===== config.mk =====
export PLATFORM = sky130hd
export DESIGN_NAME = scanner_sequencer
export DESIGN_NICKNAME = d
export VERILOG_FILES = /design/src/rtl/scanner_pkg.sv /design/src/rtl/scan_prog_counter.sv /design/src/rtl/scanner_sequencer.sv
export SDC_FILE = /design/constraint.sdc
export NUM_CORES = 1
export LEC_CHECK = 0
export BUFFER_PORTS_ARGS = -buffer_cell sky130_fd_sc_hd__buf_2
export CORE_UTILIZATION = 25
export DETAILED_ROUTE_END_ITERATION = 6
export PLACE_DENSITY = 0.49
export SYNTH_ARGS = -nofsm -noshare
export SYNTH_HDL_FRONTEND = slang
export SYNTH_SLANG_ARGS = --single-unit

===== constraint.sdc =====
create_clock -name clk -period 4 [get_ports clk]
set_input_delay 0.2 -clock clk [delete_from_list [all_inputs] [get_ports clk]]
set_output_delay 0.2 -clock clk [all_outputs]
set_load 0.02 [all_outputs]

===== src/rtl/scanner_pkg.sv =====
// Shared encodings for the dual-scanner subsystem: scanner state bus values,
// buffer fill limits and the sequencer's command bundle.
package scanner_pkg;

  localparam int NUM_SCAN = 2;

  typedef enum logic [2:0] {
    ST_LOWPOWER = 3'b000,
    ST_STANDBY  = 3'b001,
    ST_SCANNING = 3'b010,
    ST_IDLE     = 3'b011,
    ST_XFERRING = 3'b100,
    ST_FLUSHING = 3'b101
  } scan_state_e;

  typedef enum logic {
    SEQ_OFF = 1'b0,
    SEQ_RUN = 1'b1
  } seq_state_e;

  localparam logic [3:0] PROG_FULL  = 4'd10;
  localparam logic [3:0] PROG_EMPTY = 4'd0;

  typedef struct packed {
    logic [NUM_SCAN-1:0] stby;
    logic [NUM_SCAN-1:0] scan;
    logic [NUM_SCAN-1:0] xfer;
    logic [NUM_SCAN-1:0] flush;
  } cmd_t;

endpackage


===== src/rtl/scan_prog_counter.sv =====
// Per-scanner buffer fill counter: follows the scanner state on each divider
// tick, saturating at PROG_EMPTY and PROG_FULL.
module scan_prog_counter
  import scanner_pkg::*;
#(
  parameter int FLUSH_STEP = 2
) (
  input  logic       clk,
  input  logic       reset,
  input  logic [2:0] state,
  input  logic       tick,
  output logic [3:0] prog
);

  localparam logic [3:0] STEP = 4'(FLUSH_STEP);

  always_ff @(posedge clk) begin
    if (reset) begin
      prog <= PROG_EMPTY;
    end else if (tick) begin
      case (scan_state_e'(state))
        ST_SCANNING: if (prog < PROG_FULL)  prog <= prog + 4'd1;
        ST_XFERRING: if (prog > PROG_EMPTY) prog <= prog - 4'd1;
        // A flush drains FLUSH_STEP per tick but never below empty.
        ST_FLUSHING: prog <= (prog > STEP) ? prog - STEP : PROG_EMPTY;
        default:     prog <= prog;
      endcase
    end
  end

endmodule


===== src/rtl/scanner_sequencer.sv =====
// Host-side ping-pong sequencer for two scanners: tracks buffer fill, hands
// the active role between scanners and arbitrates the shared transfer channel.
module scanner_sequencer
  import scanner_pkg::*;
#(
  parameter int TICK_DIV   = 4,
  parameter int STANDBY_AT = 5,
  parameter int FLUSH_STEP = 2
) (
  input  logic       clk,
  input  logic       reset,
  input  logic       start,
  input  logic       xfer_ready,
  input  logic [2:0] state0,
  input  logic [2:0] state1,
  output logic [1:0] go_to_standby,
  output logic [1:0] start_scan,
  output logic [1:0] start_transfer,
  output logic [1:0] flush,
  output logic [3:0] prog0,
  output logic [3:0] prog1,
  output logic       active_scanner,
  output logic       running
);

  localparam int         DW      = (TICK_DIV > 2) ? $clog2(TICK_DIV) : 1;
  localparam logic [3:0] STBY_AT = 4'(STANDBY_AT);

  seq_state_e seq_q, seq_d;
  logic [DW-1:0] div_cnt;
  logic          tick;

  logic [NUM_SCAN-1:0][2:0] st, prev_st;
  logic [NUM_SCAN-1:0][3:0] prog_w, prev_prog;
  logic [NUM_SCAN-1:0]      is_idle, idle_entry, xq;
  logic                     any_xfer;

  cmd_t cmd_q, cmd_d;
  logic active_q, active_d;
  logic first_idle, first_idle_d;
  logic c, o;

  assign st   = {state1, state0};
  assign tick = (div_cnt == DW'(TICK_DIV - 1));

  for (genvar gi = 0; gi < NUM_SCAN; gi++) begin : g_scan
    scan_prog_counter #(.FLUSH_STEP(FLUSH_STEP)) u_prog (
      .clk   (clk),
      .reset (reset),
      .state (st[gi]),
      .tick  (tick),
      .prog  (prog_w[gi])
    );
    assign is_idle[gi]    = (st[gi] == ST_IDLE);
    assign idle_entry[gi] = is_idle[gi] && (prev_st[gi] != ST_IDLE);
  end

  assign any_xfer = (st[0] == ST_XFERRING) || (st[1] == ST_XFERRING);
  assign c        = active_q;
  assign o        = ~active_q;

  always_comb begin
    seq_d = seq_q;
    if (seq_q == SEQ_OFF && start) seq_d = SEQ_RUN;
  end

  // Oldest idle buffer: set on a lone idle entry, handed over when it leaves.
  always_comb begin
    first_idle_d = first_idle;
    if (idle_entry[0] && !is_idle[1])
      first_idle_d = 1'b0;
    else if (idle_entry[1] && !is_idle[0])
      first_idle_d = 1'b1;
    else if (!is_idle[first_idle] && is_idle[~first_idle])
      first_idle_d = ~first_idle;
  end

  always_comb begin
    cmd_d    = '0;
    active_d = active_q;
    for (int i = 0; i < NUM_SCAN; i++)
      xq[i] = is_idle[i] && xfer_ready && !any_xfer && !cmd_q.xfer[i];
    if (seq_q == SEQ_RUN) begin
      if (prog_w[c] == STBY_AT && prev_prog[c] != STBY_AT && st[o] == ST_LOWPOWER)
        cmd_d.stby[o] = 1'b1;
      if (idle_entry[c]) begin
        if (st[o] == ST_STANDBY) cmd_d.scan[o] = 1'b1;
        active_d = o;
      end
      if (xq == 2'b11) cmd_d.xfer[first_idle] = 1'b1;
      else             cmd_d.xfer             = xq;
      // Both buffers full and nothing draining: discard the oldest.
      if (is_idle == 2'b11 && cmd_d.xfer == '0 && !cmd_q.flush[first_idle])
        cmd_d.flush[first_idle] = 1'b1;
    end
  end

  always_ff @(posedge clk) begin
    if (reset) begin
      seq_q      <= SEQ_OFF;
      div_cnt    <= '0;
      cmd_q      <= '0;
      active_q   <= 1'b0;
      first_idle <= 1'b0;
      prev_st    <= '0;
      prev_prog  <= '0;
    end else begin
      seq_q      <= seq_d;
      div_cnt    <= tick ? '0 : div_cnt + 1'b1;
      cmd_q      <= cmd_d;
      active_q   <= active_d;
      first_idle <= first_idle_d;
      prev_st    <= st;
      prev_prog  <= prog_w;
    end
  end

  assign go_to_standby  = cmd_q.stby;
  assign start_scan     = cmd_q.scan;
  assign start_transfer = cmd_q.xfer;
  assign flush          = cmd_q.flush;
  assign prog0          = prog_w[0];
  assign prog1          = prog_w[1];
  assign active_scanner = active_q;
  assign running        = (seq_q == SEQ_RUN);

endmodule


* Word level (Yosys, flattened, before mapping) *
Index checks and enable logic that the tools add are counted.

word-level totals
  register bits after elaboration = 35
  bits of input ports = 10
  output and inout port bits = 18
  word-level logic and storage cells = 130

operators by class
  $add $sub $neg = 7
  $lt $le $gt $ge = 12
  eq/ne operators = 20
  multiplexer cells = 30
  bitwise gates (word level) = 7
  reduce and logical (&&, ||, !) cells = 40

operators with widths
  operator             count
  $mux 4               10
  $pmux 4 s3           2
  $logic_and 1x1->1    18
  $eq 3x2->1 const B   4
  $eq 3x3->1 const B   4
  $mux 1               12
  $add 4x1->4 const B  2
  $gt 4x1->1 const B   2
  $gt 4x2->1 const B   2
  $lt 1x2->1 const B   4
  $lt 4x4->1 const B   2
  $ne 2x1->1 const B   4
  $reduce_and 4->1     2
  $sub 4x1->4 const B  2
  $sub 4x2->4 const B  2
  $logic_not 1->1      7
  $not 1->1            7
  $eq 2x2->1 const B   3
  $mux 3               2
  $ne 3x2->1 const B   2
  $reduce_bool 3->1    2
  $reduce_or 2->1      3
  $reduce_or 3->1      2
  $eq 4x3->1 const B   1
  12 further kinds     15

* Logic depth before layout (Yosys ltp) *
  word-level depth = 13
  depth in mapped cells = 9
  gate-level depth less buffers = 8

* By module *
Synthesis repeated with hierarchy kept, for this count alone.

unflattened totals
  cells, all modules = 197
  area, all modules = 1799.2 µm²

modules (own cells, without submodules)
  module             instances  cells an instance  area each (µm²)  sequential area each (µm²)
  scanner_sequencer  1          95                 960.9            540.5
  scan_prog_counter  2          51                 419.2            80.1

* Least setup slack after synthesis *
Ideal clock, no wire load.

  kind = input -> register
  start point = in state1[0]
  end point = reg g_scan[1].u_prog.prog[3]
  library setup time = 0.117 ns
  data arrival time = 1.835 ns
  required time = 3.883 ns
  setup slack = 2.048 ns
  stages on the path = 8
  buffers on the path = 1
  cells stage by stage = clkbuf_1 -> and2b_1 -> ha_1 -> a21o_1 -> a21oi_1 -> xnor2_1 -> o21a_1 -> a32o_1

between the ends
  longest elaborated chain between the ends = 3
  elaborated cells between the ends (all ways) = 8
  those cells by class = eq/ne: 5; mux: 1; reduce/logical: 2

RTL lines
  item                                                                     line                     RTL
  from (decl)                                                              scanner_sequencer.sv:15  input logic [2:0] state1,
  $eq 3x2->1 / $eq 3x3->1 (equally long branches)                          scan_prog_counter.sv:21  case (scan_state_e'(state))
  $ne 2x1->1 (no source line) / $reduce_bool 3->1 (equally long branches)  n/a
  $reduce_and 4->1 (no source line)                                        n/a
  to (signal assigned)                                                     scan_prog_counter.sv:22  ST_SCANNING: if (prog < PROG_FULL) prog <= prog + 4'd1;
  to (signal assigned)                                                     scan_prog_counter.sv:23  ST_XFERRING: if (prog > PROG_EMPTY) prog <= prog - 4'd1;
  to (signal assigned)                                                     scan_prog_counter.sv:25  ST_FLUSHING: prog <= (prog > STEP) ? prog - STEP : PROG_EMPTY;
  to (decl)                                                                scan_prog_counter.sv:12  output logic [3:0] prog

Parallel ways exist; a longest one is shown, timed or not.
A chain may end at the register's enable or synchronous reset.

* Worst setup path after layout *
  start point = in state1[2]
  end point = reg g_scan[1].u_prog.prog[3]

Same word-level chain as after synthesis.

==> metrics.txt <==
status completed; top-level I/O count 28; TritonCTS clock tree yes; Die Width 86.4 um; worst slew pin tran 506 ps; Die H 86.4 um; Seq/Total Area, Yosys 0.394; Clock Skews about 4.5 ps; VDD IR max 101 uV; clock-pin slew on the worst setup and hold paths approximately 80 ps; worst rel slew slack 0.663; synthesis-to-finish area growth 16.8%; Worst R2R Start g_scan[1].u_prog.prog[1]; setup tns final 0 ps; die area about 7500 um^2; share of cells above drive strength 1 0.212; H-tree levels 2; unrepaired setup endpoints after global routing no; Synth top area share 0.394; DRT antenna net count 0; FFs w/ async S/R, synth 0; EDFF count, synth 0; WHS Path Cells 3; hpwl dp 2.88 mm; starting density of the core 0.260; Yosys cell types 48; Tcrit/Tclk final 0.489; vias in the first global route between 1k and 1.5k; TritonCTS Buffers 5; CP Class in2reg; max_cap viols 0; Synth Flop Type dfxtp_1; initial antenna violation count 0; crit-path max FO 6; Worst-Skew Late Latency 290 ps; leak pwr about 0.84 nW; Rows 30; postcts setup bufs 0; top post-synthesis cells by area dfxtp_1 39%, ha_1 6.3%, nor2_1 4.4%; post-synth design cell area about 1800 um^2; storage element area 701 um^2; DRT Pass-1 Iters 4; max-slew violation total from the final report 0; first-pass GRT wire length 6.74 mm; worst flop-to-flop path endpoint g_scan[1].u_prog.prog[3]; PortBufs 27; Worst Setup Start Kind primary input; Worst Min Path Start start; DR WL/cell 12.7 um; cells on worst reg2reg path 6; Post-Synthesis Cells just under 200; CP Data Required Time approximately 4200 ps; fmax 511 MHz; Vias/cell 4.64; Worst Setup End Kind flop; reg2reg setup slack 2140 ps; clock sink total 35; Seq cells post-synth 35; most frequent cells in the layout 35 x dfxtp_1, 27 x buf_2, 21 x nor2_1; Final nets 242; Ys Warns 0; pwr dens 331 nW/um^2; arrival time at the worst endpoint ~2100 ps; pin count of the biggest net entering global routing 29; gr ovfl total 0; syn_area_per_cell 9.12 um^2; number of diodes 0; vias 1,476; Final setup viols 0; Hold Crit Class in2reg; area leader, netlist dfxtp_1; CTS root buffer clkbuf_8; Final Hold Violating Endpoints 0; gpl congestion 0.831; WL final 4.04 mm; Mapped Nets 216; WHS Endpoint running; number of gates resized after cts 0; multi-input logic area 996 um^2; Max clock buf depth 2; most common cell after layout, fill and taps aside dfxtp_1; initial DRC count 48; Core Box Area 6830 um^2; GR Util All Layers 0.119; final core utilization 0.304; Tmin final 1960 ps; drt drc 0; layout filler cell count about 770; hold buffers post-CTS 0
==> per-layer routing <==
layer | vias up | GRT usage | wire length [um] | part of all wire
met1 | 699 | 0.154 | 1980 | 0.49
met3 | 9 | 0.0257 | 119 | 0.029
met5 | - | 0 | 0 | 0
met2 | 31 | 0.183 | 1840 | 0.45
met4 | 0 | 0.0667 | 106 | 0.026
li1 | 737 | - | - | -
==> area by class of cell <==
class | count | area share
Multi-Input combinational cell | 140 | 0.479
Sequential cell | 35 | 0.337
Timing Repair Buffer | 27 | 0.0650
Tap cell | 96 | 0.0578
Clock buffer | 7 | 0.0367
Inverter | 12 | 0.0217
Clock inverter | 1 | 0.00241
==> sequential cells by signal, summed over array words and instances (netlist names) <==
| register | cells |
|---|---|
| g_scan.u_prog.prog | 8 |
| prev_prog | 8 |
| prev_st | 6 |
| div_cnt | 2 |
| flush | 2 |
| go_to_standby | 2 |
| start_scan | 2 |
| start_transfer | 2 |
| active_scanner | 1 |
| first_idle | 1 |
| running | 1 |
==> critical path: stages <==
cell and delay [ps]:
buf_2 110, nor2b_1 370, and2b_1 250, ha_1 240, a21o_1 170, a21oi_1 260
or3b_2 180, o211ai_1 80, a32o_1 270
==> synth_stat cells, drive strengths merged (2+ instances only) <==
| master | n |
|---|---|
| a211oi | 2 |
| a21o | 3 |
| a21oi | 11 |
| a311oi | 2 |
| a31oi | 2 |
| and2 | 3 |
| and2b | 2 |
| buf | 2 |
| clkbuf | 6 |
| dfxtp | 35 |
| fa | 2 |
| ha | 9 |
| inv | 12 |
| mux2i | 4 |
| nand2 | 8 |
| nand2b | 5 |
| nand3b | 3 |
| nand4 | 2 |
| nor2 | 21 |
| nor2b | 12 |
| nor3 | 8 |
| nor3b | 5 |
| nor4 | 2 |
| nor4bb | 2 |
| o211ai | 2 |
| o21ai | 8 |
| o221a | 2 |
| or2 | 2 |
| or3b | 3 |
| xnor2 | 2 |
==> worst max-delay path by stage <==
stage,from,end,slack (ps),cells after the start
floorplan,state1[0],g_scan[1].u_prog.prog[3],2050,8
global placement,state1[2],g_scan[1].u_prog.prog[3],1830,9
detailed placement,state1[2],g_scan[1].u_prog.prog[3],1750,9
CTS,state1[1],g_scan[1].u_prog.prog[3],2060,9
global route,state1[1],g_scan[1].u_prog.prog[3],1960,9
finish,state1[2],g_scan[1].u_prog.prog[3],2040,9
==> metrics by stage <==
step | hold WS, ps | total power, mW | cells | cell area (um^2) | worst slack, ps
final | 127 | 0.689 | 318 | 2080 | 2040
after global routing | 166 | 0.720 | 318 | 2080 | 1960
after CTS | 127 | 0.699 | 318 | 2080 | 2060
after detailed placement | 418 | 0.446 | 310 | 2000 | 1750
after global placement | 408 | 0.447 | 310 | 2000 | 1830
after floorplan | 316 | 0.424 | 195 | 1780 | 2050
==> cell families after synthesis <==
group,Yosys count,synth area share
adders and majority gates,11,0.0858
DFF,35,0.394
and+or+nand+nor,82,0.274
AOI/OAI and AO/OA,40,0.162
muxes,4,0.0225
xor gates and xnor gates,3,0.0148
buffers and inverters,20,0.0464
==> power breakdown <==
group	switching (mW)	leakage (nW)	internal, mW
registers	0.00821	0.285	0.358
logic	0.0422	0.515	0.0285
clock network	0.129	0.0422	0.122
Power figures use the tool's default switching activity.
